`src/rtl/snake_grid_renderer.sv`:
```
// snake_grid_renderer
//   Pixel renderer for the grid snake game, placed between the game FSM and VGA timing.
//   Snake/food state is snapshotted once per frame so a frame never tears. For each cell row
//   an FSM walks the segment list during the horizontal blank and builds a per-column bitmap
//   (head/body/food) into the back half of a double buffer. The pixel path then only indexes
//   the front bitmap with a column counter, so no per-segment comparators sit on the pixel path.
//
// Ports
//   Clk            pixel clock, hCount advances by one per Clk
//   Reset          synchronous, active-high
//   Bright         display-active qualifier
//   hCount/vCount  raster position
//   Qi/Qw/Ql/Qc    game state one-hots (initial, win, lose, collect)
//   Food           food location (row*GRID_W + col)
//   Length         snake segment count, saturated to MAX_LEN on capture
//   Locations_Flat segment i at [(MAX_LEN-i)*LOC_W-1 -: LOC_W], i=0 is the head
//   rgb            registered pixel colour, one Clk after hCount/Bright
//   background     registered state colour
//   scan_overrun   sticky flag: a row scan was still running at the first visible pixel
module snake_grid_renderer #(
    parameter int unsigned GRID_W   = 16,
    parameter int unsigned GRID_H   = 16,
    parameter int unsigned CELL     = 30,
    parameter int unsigned MAX_LEN  = 16,
    parameter int unsigned LOC_W    = 8,
    parameter int unsigned X0       = 144,
    parameter int unsigned Y0       = 35,
    parameter int unsigned SCAN_H   = 0,
    parameter logic [11:0] HEAD_RGB = 12'hFF0,
    parameter logic [11:0] BODY_RGB = 12'hCC0,
    parameter logic [11:0] FOOD_RGB = 12'hFFF
) (
    input  logic                            Clk,
    input  logic                            Reset,
    input  logic                            Bright,
    input  logic [9:0]                      hCount,
    input  logic [9:0]                      vCount,
    input  logic                            Qi,
    input  logic                            Qw,
    input  logic                            Ql,
    input  logic                            Qc,
    input  logic [LOC_W-1:0]                Food,
    input  logic [$clog2(MAX_LEN+1)-1:0]    Length,
    input  logic [MAX_LEN*LOC_W-1:0]        Locations_Flat,
    output logic [11:0]                     rgb,
    output logic [11:0]                     background,
    output logic                            scan_overrun
);

    localparam int unsigned LEN_W  = $clog2(MAX_LEN + 1);
    localparam int unsigned IDX_W  = (MAX_LEN > 1) ? $clog2(MAX_LEN) : 1;
    localparam int unsigned ROW_W  = $clog2(GRID_H + 1);
    localparam int unsigned COL_W  = $clog2(GRID_W + 1);
    localparam int unsigned CIDX_W = (GRID_W > 1) ? $clog2(GRID_W) : 1;
    localparam int unsigned SUB_W  = (CELL > 1) ? $clog2(CELL) : 1;
    localparam int unsigned NCELL  = GRID_W * GRID_H;

    // The whole scan (clear + MAX_LEN segments + food) must fit before the first visible pixel.
    if (int'(MAX_LEN) + 2 > int'(X0) - int'(SCAN_H)) begin : gen_scan_budget_check
        $error("snake_grid_renderer: MAX_LEN+2 exceeds X0-SCAN_H scan window");
    end

    // ------------------------------------------------------------------------------------------
    // Per-frame snapshot
    // ------------------------------------------------------------------------------------------
    logic                   frame_start;
    logic [LEN_W-1:0]       len_sat;
    logic [LOC_W-1:0]       locs_q [MAX_LEN];
    logic [LEN_W-1:0]       len_q;
    logic [LOC_W-1:0]       food_q;
    logic                   food_vld_q;

    assign frame_start = (hCount == 10'd0) && (vCount == 10'd0);
    assign len_sat     = (Length > LEN_W'(MAX_LEN)) ? LEN_W'(MAX_LEN) : Length;

    always_ff @(posedge Clk) begin
        if (Reset) begin
            len_q      <= '0;
            food_q     <= '0;
            food_vld_q <= 1'b0;
        end else if (frame_start) begin
            len_q      <= len_sat;
            food_vld_q <= Qc;
            // Without Qc the previous food location is kept.
            if (Qc) begin
                food_q <= Food;
            end
        end
    end

    // Location storage needs no reset: it is only read below len_q, which is reset.
    always_ff @(posedge Clk) begin
        if (!Reset && frame_start) begin
            for (int i = 0; i < int'(MAX_LEN); i++) begin
                locs_q[i] <= Locations_Flat[(int'(MAX_LEN) - 1 - i) * int'(LOC_W) +: LOC_W];
            end
        end
    end

    // ------------------------------------------------------------------------------------------
    // Cell row tracking. row_d/sub_d are the values that apply to the current line.
    // ------------------------------------------------------------------------------------------
    logic [ROW_W-1:0] row_q, row_d;
    logic [SUB_W-1:0] sub_q, sub_d;
    logic             swap;
    logic             row0_line;
    logic             start_line;
    logic             scan_start;
    logic [ROW_W-1:0] tgt_next;

    always_comb begin
        row_d = row_q;
        sub_d = sub_q;
        swap  = 1'b0;
        if (hCount == 10'd0) begin
            if (vCount == 10'(Y0)) begin
                row_d = '0;
                sub_d = '0;
                swap  = 1'b1;
            end else if (row_q < ROW_W'(GRID_H)) begin
                if (sub_q == SUB_W'(CELL - 1)) begin
                    sub_d = '0;
                    row_d = row_q + ROW_W'(1);
                    swap  = 1'b1;
                end else begin
                    sub_d = sub_q + SUB_W'(1);
                end
            end
        end
    end

    always_ff @(posedge Clk) begin
        if (Reset) begin
            row_q <= ROW_W'(GRID_H);
            sub_q <= '0;
        end else begin
            row_q <= row_d;
            sub_q <= sub_d;
        end
    end

    // The last line of a cell row prepares the next row; the line above the grid prepares row 0.
    assign row0_line  = (vCount == 10'(Y0 - 1));
    assign start_line = row0_line || ((row_d < ROW_W'(GRID_H)) && (sub_d == SUB_W'(CELL - 1)));
    assign scan_start = (hCount == 10'(SCAN_H)) && start_line;
    assign tgt_next   = row0_line ? '0 : (row_d + ROW_W'(1));

    // ------------------------------------------------------------------------------------------
    // Row scan FSM
    // ------------------------------------------------------------------------------------------
    typedef enum logic [2:0] {StIdle, StClear, StSeg, StFood, StDone} state_e;

    state_e           state_q, state_d;
    logic [IDX_W-1:0] idx_q;
    logic [ROW_W-1:0] tgt_q;
    logic             last_seg;
    logic             clr_back, seg_test, food_test, busy;

    assign last_seg = (LEN_W'(idx_q) + LEN_W'(1)) == len_q;

    always_ff @(posedge Clk) begin
        if (Reset) begin
            state_q <= StIdle;
        end else begin
            state_q <= state_d;
        end
    end

    always_comb begin
        state_d = state_q;
        unique case (state_q)
            StIdle:  if (scan_start) state_d = StClear;
            StClear: state_d = (len_q == '0) ? StFood : StSeg;
            StSeg:   if (last_seg) state_d = StFood;
            StFood:  state_d = StDone;
            StDone:  state_d = StIdle;
            default: state_d = StIdle;
        endcase
    end

    always_comb begin
        clr_back  = (state_q == StClear);
        seg_test  = (state_q == StSeg);
        food_test = (state_q == StFood);
        busy      = (state_q == StClear) || (state_q == StSeg) || (state_q == StFood);
    end

    always_ff @(posedge Clk) begin
        if (Reset) begin
            idx_q <= '0;
            tgt_q <= '0;
        end else if (state_q == StIdle && scan_start) begin
            idx_q <= '0;
            tgt_q <= tgt_next;
        end else if (seg_test) begin
            idx_q <= idx_q + IDX_W'(1);
        end
    end

    // One location tested per Clk: segment list during StSeg, food during StFood.
    logic [LOC_W-1:0]  test_loc;
    logic [31:0]       loc32;
    logic              hit;
    logic [CIDX_W-1:0] hit_col;

    always_comb begin
        test_loc = food_test ? food_q : locs_q[idx_q];
        loc32    = 32'(test_loc);
        hit      = (loc32 < NCELL) && ((loc32 / GRID_W) == 32'(tgt_q));
        hit_col  = CIDX_W'(loc32 % GRID_W);
    end

    // ------------------------------------------------------------------------------------------
    // Double-buffered row bitmap. sel_q picks the front half read by the pixel path.
    // ------------------------------------------------------------------------------------------
    logic [GRID_W-1:0] head_q [2];
    logic [GRID_W-1:0] body_q [2];
    logic [GRID_W-1:0] fbit_q [2];
    logic              sel_q;
    logic              back_sel;

    assign back_sel = ~sel_q;

    always_ff @(posedge Clk) begin
        if (Reset) begin
            sel_q <= 1'b0;
            for (int b = 0; b < 2; b++) begin
                head_q[b] <= '0;
                body_q[b] <= '0;
                fbit_q[b] <= '0;
            end
        end else begin
            if (swap) begin
                sel_q <= ~sel_q;
            end
            if (clr_back) begin
                head_q[back_sel] <= '0;
                body_q[back_sel] <= '0;
                fbit_q[back_sel] <= '0;
            end else if (hit) begin
                if (seg_test && idx_q == '0) begin
                    head_q[back_sel][hit_col] <= 1'b1;
                end else if (seg_test) begin
                    body_q[back_sel][hit_col] <= 1'b1;
                end else if (food_test && food_vld_q) begin
                    fbit_q[back_sel][hit_col] <= 1'b1;
                end
            end
        end
    end

    logic overrun_q;

    always_ff @(posedge Clk) begin
        if (Reset) begin
            overrun_q <= 1'b0;
        end else if (hCount == 10'(X0) && busy) begin
            overrun_q <= 1'b1;
        end
    end

    // ------------------------------------------------------------------------------------------
    // Pixel path. col_q/csub_q hold the position of the pixel after the current one, so the
    // current pixel's position is available combinationally and rgb lags by exactly one Clk.
    // ------------------------------------------------------------------------------------------
    logic [COL_W-1:0]  col_q, col_d, pix_col;
    logic [SUB_W-1:0]  csub_q, csub_d, pix_csub;
    logic [CIDX_W-1:0] pix_cidx;
    logic [11:0]       bg_d, rgb_d, rgb_q, bg_q;

    always_comb begin
        pix_col  = (hCount == 10'(X0)) ? '0 : col_q;
        pix_csub = (hCount == 10'(X0)) ? '0 : csub_q;
        pix_cidx = CIDX_W'(pix_col);
        col_d    = pix_col;
        csub_d   = pix_csub;
        if (pix_col < COL_W'(GRID_W)) begin
            if (pix_csub == SUB_W'(CELL - 1)) begin
                csub_d = '0;
                col_d  = pix_col + COL_W'(1);
            end else begin
                csub_d = pix_csub + SUB_W'(1);
            end
        end
    end

    always_comb begin
        if (Qi) begin
            bg_d = 12'h000;
        end else if (Ql) begin
            bg_d = 12'hF00;
        end else if (Qw) begin
            bg_d = 12'h0F0;
        end else begin
            bg_d = 12'h000;
        end
    end

    always_comb begin
        rgb_d = 12'h000;
        if (Bright) begin
            if (pix_col >= COL_W'(GRID_W) || row_d >= ROW_W'(GRID_H)) begin
                rgb_d = bg_d;
            end else if (head_q[sel_q][pix_cidx]) begin
                rgb_d = HEAD_RGB;
            end else if (body_q[sel_q][pix_cidx]) begin
                rgb_d = BODY_RGB;
            end else if (fbit_q[sel_q][pix_cidx]) begin
                rgb_d = FOOD_RGB;
            end else begin
                rgb_d = bg_d;
            end
        end
    end

    always_ff @(posedge Clk) begin
        if (Reset) begin
            col_q  <= COL_W'(GRID_W);
            csub_q <= '0;
            rgb_q  <= '0;
            bg_q   <= '0;
        end else begin
            col_q  <= col_d;
            csub_q <= csub_d;
            rgb_q  <= rgb_d;
            bg_q   <= bg_d;
        end
    end

    assign rgb          = rgb_q;
    assign background   = bg_q;
    assign scan_overrun = overrun_q;

endmodule
```
`config.mk`:
```
export PLATFORM = sky130hd
export DESIGN_NAME = snake_grid_renderer
export DESIGN_NICKNAME = d
export VERILOG_FILES = /design/src/rtl/snake_grid_renderer.sv
export SDC_FILE = /design/constraint.sdc
export NUM_CORES = 1
export LEC_CHECK = 0
export ABC_AREA = 0
export CORE_ASPECT_RATIO = 0.6
export CORE_MARGIN = 2
export CORE_UTILIZATION = 35
export CTS_BUF_LIST = sky130_fd_sc_hd__clkbuf_4 sky130_fd_sc_hd__clkbuf_8 sky130_fd_sc_hd__clkbuf_16
export DETAILED_ROUTE_END_ITERATION = 16
export HOLD_SLACK_MARGIN = 0.05
export PLACE_DENSITY = 0.69
export SETUP_SLACK_MARGIN = 0.02
export SYNTH_ARGS = -nofsm -noshare
export SYNTH_HDL_FRONTEND = slang
export SYNTH_SLANG_ARGS = --single-unit
```
`constraint.sdc`:
```
create_clock -name Clk -period 11.1 [get_ports Clk]
set_clock_uncertainty 0.15 [all_clocks]
set_input_delay 3.33 -clock Clk [delete_from_list [all_inputs] [get_ports Clk]]
set_output_delay 3.33 -clock Clk [all_outputs]
set_load 0.05 [all_outputs]
```
==> results_dict.tcl <==
set metrics [dict create \
    arrival_ps 7000 \
    power_leakage_nw 5.099 \
    grt_pass1_wl_um 52120 \
    seqCellArea_sq_um 7930 \
    clock_power_share 0.406 \
    multi_input_area_sq_um 4836 \
    synth_most_common_cell "edfxtp_1" \
    synth_compound_area_frac 0.1047 \
    area.growth.synth_to_final_pct 22.31 \
    synth_edf_count 224 \
    path_max_fanout 86 \
    synth_cell_type_count 67 \
    cts_resized 0 \
    cp-start-kind "input pin" \
    port_buffers 188 \
    slew_headroom 0.2221 \
    worstSetupPathType "in -> reg" \
    grt_max_degree 87 \
    drt-total-wl_um 33680 \
    maxSlewViolCount 0 \
    ys_ff_latch 284 \
    fin_tns_setup_ps 0 \
    dieArea_sq_um 39720 \
    p_switching_mw 0.5132 \
    synth_area_leaders "edfxtp_1 50%, dfxtp_1 9.0%, mux4_2 7.9%" \
    synth_simple_gate_area_frac 0.1325 \
    syn-cell-area_sq_um 13330 \
    fin_crit_sh 0.6306 \
    clk_latency_ps 560 \
    grtUsageTotal 0.1679 \
    clock.fmax_mhz 142.9 \
    fp.dieH_um 155.2 \
    clockRootBuffer "clkbuf_16" \
    finalSetupViolations 0 \
    routedWlPerCell_um 19.10 \
    ir_drop_mv 0.1135 \
    synthArstFlopShare 0 \
    firstDrtPassIters 5 \
    clockBufferDepth 3 \
    maxCapViolCount 0 \
    dpl_worst_slack_ps 3640 \
    nFillCells 3433 \
    dpl_cell_area_sq_um 15420 \
    status "finished, final reports clean" \
    hold_violations 0 \
    fin_crit_ps 6999 \
    rsz0062_at_grt "no" \
    numCtsBuffers 27 \
    vias 9449 \
    core-area_sq_um 37640 \
    p_comb_frac 0.084 \
    p_int_mw 1.808 \
    cp.required_ps 11100 \
    p_per_area_nw_per_um2 142.4 \
    cts.sinks 284 \
    design_area_sq_um 16300 \
    viasPerCell 5.360 \
    start_util 0.3541 \
    chipWidth_um 255.9 \
    yosys.area.top_type "edfxtp_1" \
    hpwl_um 23570 \
    ant_nets 0 \
    cts_setup_buffers 0 \
    synthAdderAreaFrac 0.008448 \
    pwr-share-seq 0.510 \
    gp_congestion 0.8880 \
    synth.area.mux_share 0.1017 \
    synth_ff_type "edfxtp_1" \
    synth_top_family_by_area "simple AND/OR/NAND/NOR gates" \
    cts_tree "done" \
    overflow 0 \
    clkSlewWorstSetupHoldPaths_ps 60 \
    drcViolationCount 0 \
    end_kind "flip-flop" \
    final_nets 1407 \
    cts.htree.levels 1 \
    ioPinCount 193 \
    synth_xor_xnor_area_share 0.01248 \
    drive_gt1_frac 0.1048 \
    antenna_cells 0 \
    syn_inst 1090 \
    setup_slack_ps 4101 \
    ctsHoldBuffers 0 \
    ys_warn_count 0 \
    num_rows 55 \
    synth-seq-area-share 0.5947 \
    worst_pin_slew_ps 1167 \
    grt_pass1_vias 9195 \
    yosysTopAreaCellShare 0.5046 \
    synth_common_cells "224 x edfxtp_1, 152 x nor2_1, 89 x o21ai_1" \
    utilization 0.4331 \
    synth_area_per_cell_sq_um 12.23 \
    antenna_found_initial 1 \
    worst_hold_path_type "reg -> reg" \
    p_sw_frac 0.2211 \
    drt_first_iter_violations 854 \
]
==> registers in the layout (all words and copies together) (netlist names), named ones only <==
register,cells
tgt_q,5
rgb,5
len_q,5
scan_overrun,1
sel_q,1
food_q,8
body_q,32
row_q,5
locs_q,128
head_q,32
col_q,5
idx_q,4
background,2
fbit_q,32
food_vld_q,1
state_q,3
sub_q,5
csub_q,5
==> metrics by stage <==
stage               hold slack, ps  total power [mW]  cells
finish                       317.6             2.321   1763
global route                 345.2             2.400   1763
CTS                          317.5             2.340   1763
detailed placement           307.5             1.402   1714
global placement             297.3             1.397   1714
floorplan                    286.3             1.309   1093
==> layout by cell type (no fill, tap or decap), drive strengths merged, types with 4 or more instances in the layout <==
cell | synthesis | layout
or4 | 7 | 7
nor3b | 5 | 5
mux2 | 5 | 5
conb | 1 | 4
mux4 | 47 | 47
nor2b | 12 | 12
nand3b | 8 | 8
a31oi | 11 | 11
clkbuf | 38 | 33
dfxtp | 60 | 60
or3 | 6 | 6
o21ai | 114 | 114
buf | 52 | 11
nand4 | 9 | 9
nand2b | 16 | 16
mux2i | 24 | 24
a221oi | 5 | 5
inv | 15 | 16
a211oi | 7 | 7
nor2 | 152 | 152
nand2 | 74 | 74
edfxtp | 224 | 224
and2 | 9 | 9
nor3 | 19 | 19
o211ai | 7 | 7
clkinv | 0 | 12
a21o | 5 | 5
xor2 | 9 | 9
a21oi | 32 | 32
a22o | 4 | 4
xnor2 | 10 | 10
nand3 | 30 | 30
clkdlybuf4s50 | 0 | 187
nor4 | 7 | 7
and3 | 5 | 5
o22ai | 5 | 5
ha | 9 | 9
==> final cells by class <==
type,count,area share
flip-flops and latches,284,0.4864
multi-input cells,704,0.2966
repair buffers,198,0.1197
clock buffers,33,0.04459
well taps,513,0.03937
clock inverters,16,0.009899
inverters,15,0.003453
==> kinds of logic (layout without fill, tap and decap cells) <==
group / count (synthesis) / in the layout
xor+xnor: 19 / 19
compound gates: 226 / 226
simple gates: 370 / 370
buf+inv: 105 / 262
mux: 76 / 76
fa+ha+maj: 9 / 9
flops: 284 / 284
other cells: 1 / 4
==> path summary, 6_finish.rpt <==
kind,startpoint,endpoint,slack (ps),depth (start not counted)
max,hCount[1],locs_q[2][7],4100,7
min,food_q[1],food_q[1],320,2
max reg2reg,flip-flop,head_q[1][9],6630,7
min reg2reg,food_q[1],food_q[1],320,2
==> power by group through the flow <==
stage	registers [mW]	logic (mW)	clock network, mW
4_1_cts	1.18	0.196	0.960
3_5_place_dp	1.21	0.195	0
5_1_grt	1.19	0.211	1.00
3_3_place_gp	1.21	0.191	0
2_1_floorplan	1.20	0.108	0
6_report	1.18	0.196	0.942
==> layer usage <==
| layer | track usage | vias up | share of wire |
|---|---|---|---|
| met3 | 0.04545 | 49 | 0.090 |
| met4 | 0.03035 | 2 | 0.017 |
| li1 | - | 4365 | - |
| met5 | 0 | - | 0.00039 |
| met1 | 0.2494 | 4623 | 0.47 |
| met2 | 0.2470 | 410 | 0.42 |
==> worst max-delay path, stage by stage <==
cell and delay (ps):
clkdlybuf4s50_1 430, nor4_2 780, and3_1 480, nand3_1 330, nor2_4 150, buf_4 460, buf_4 890
(Power assumes the default switching activity.)
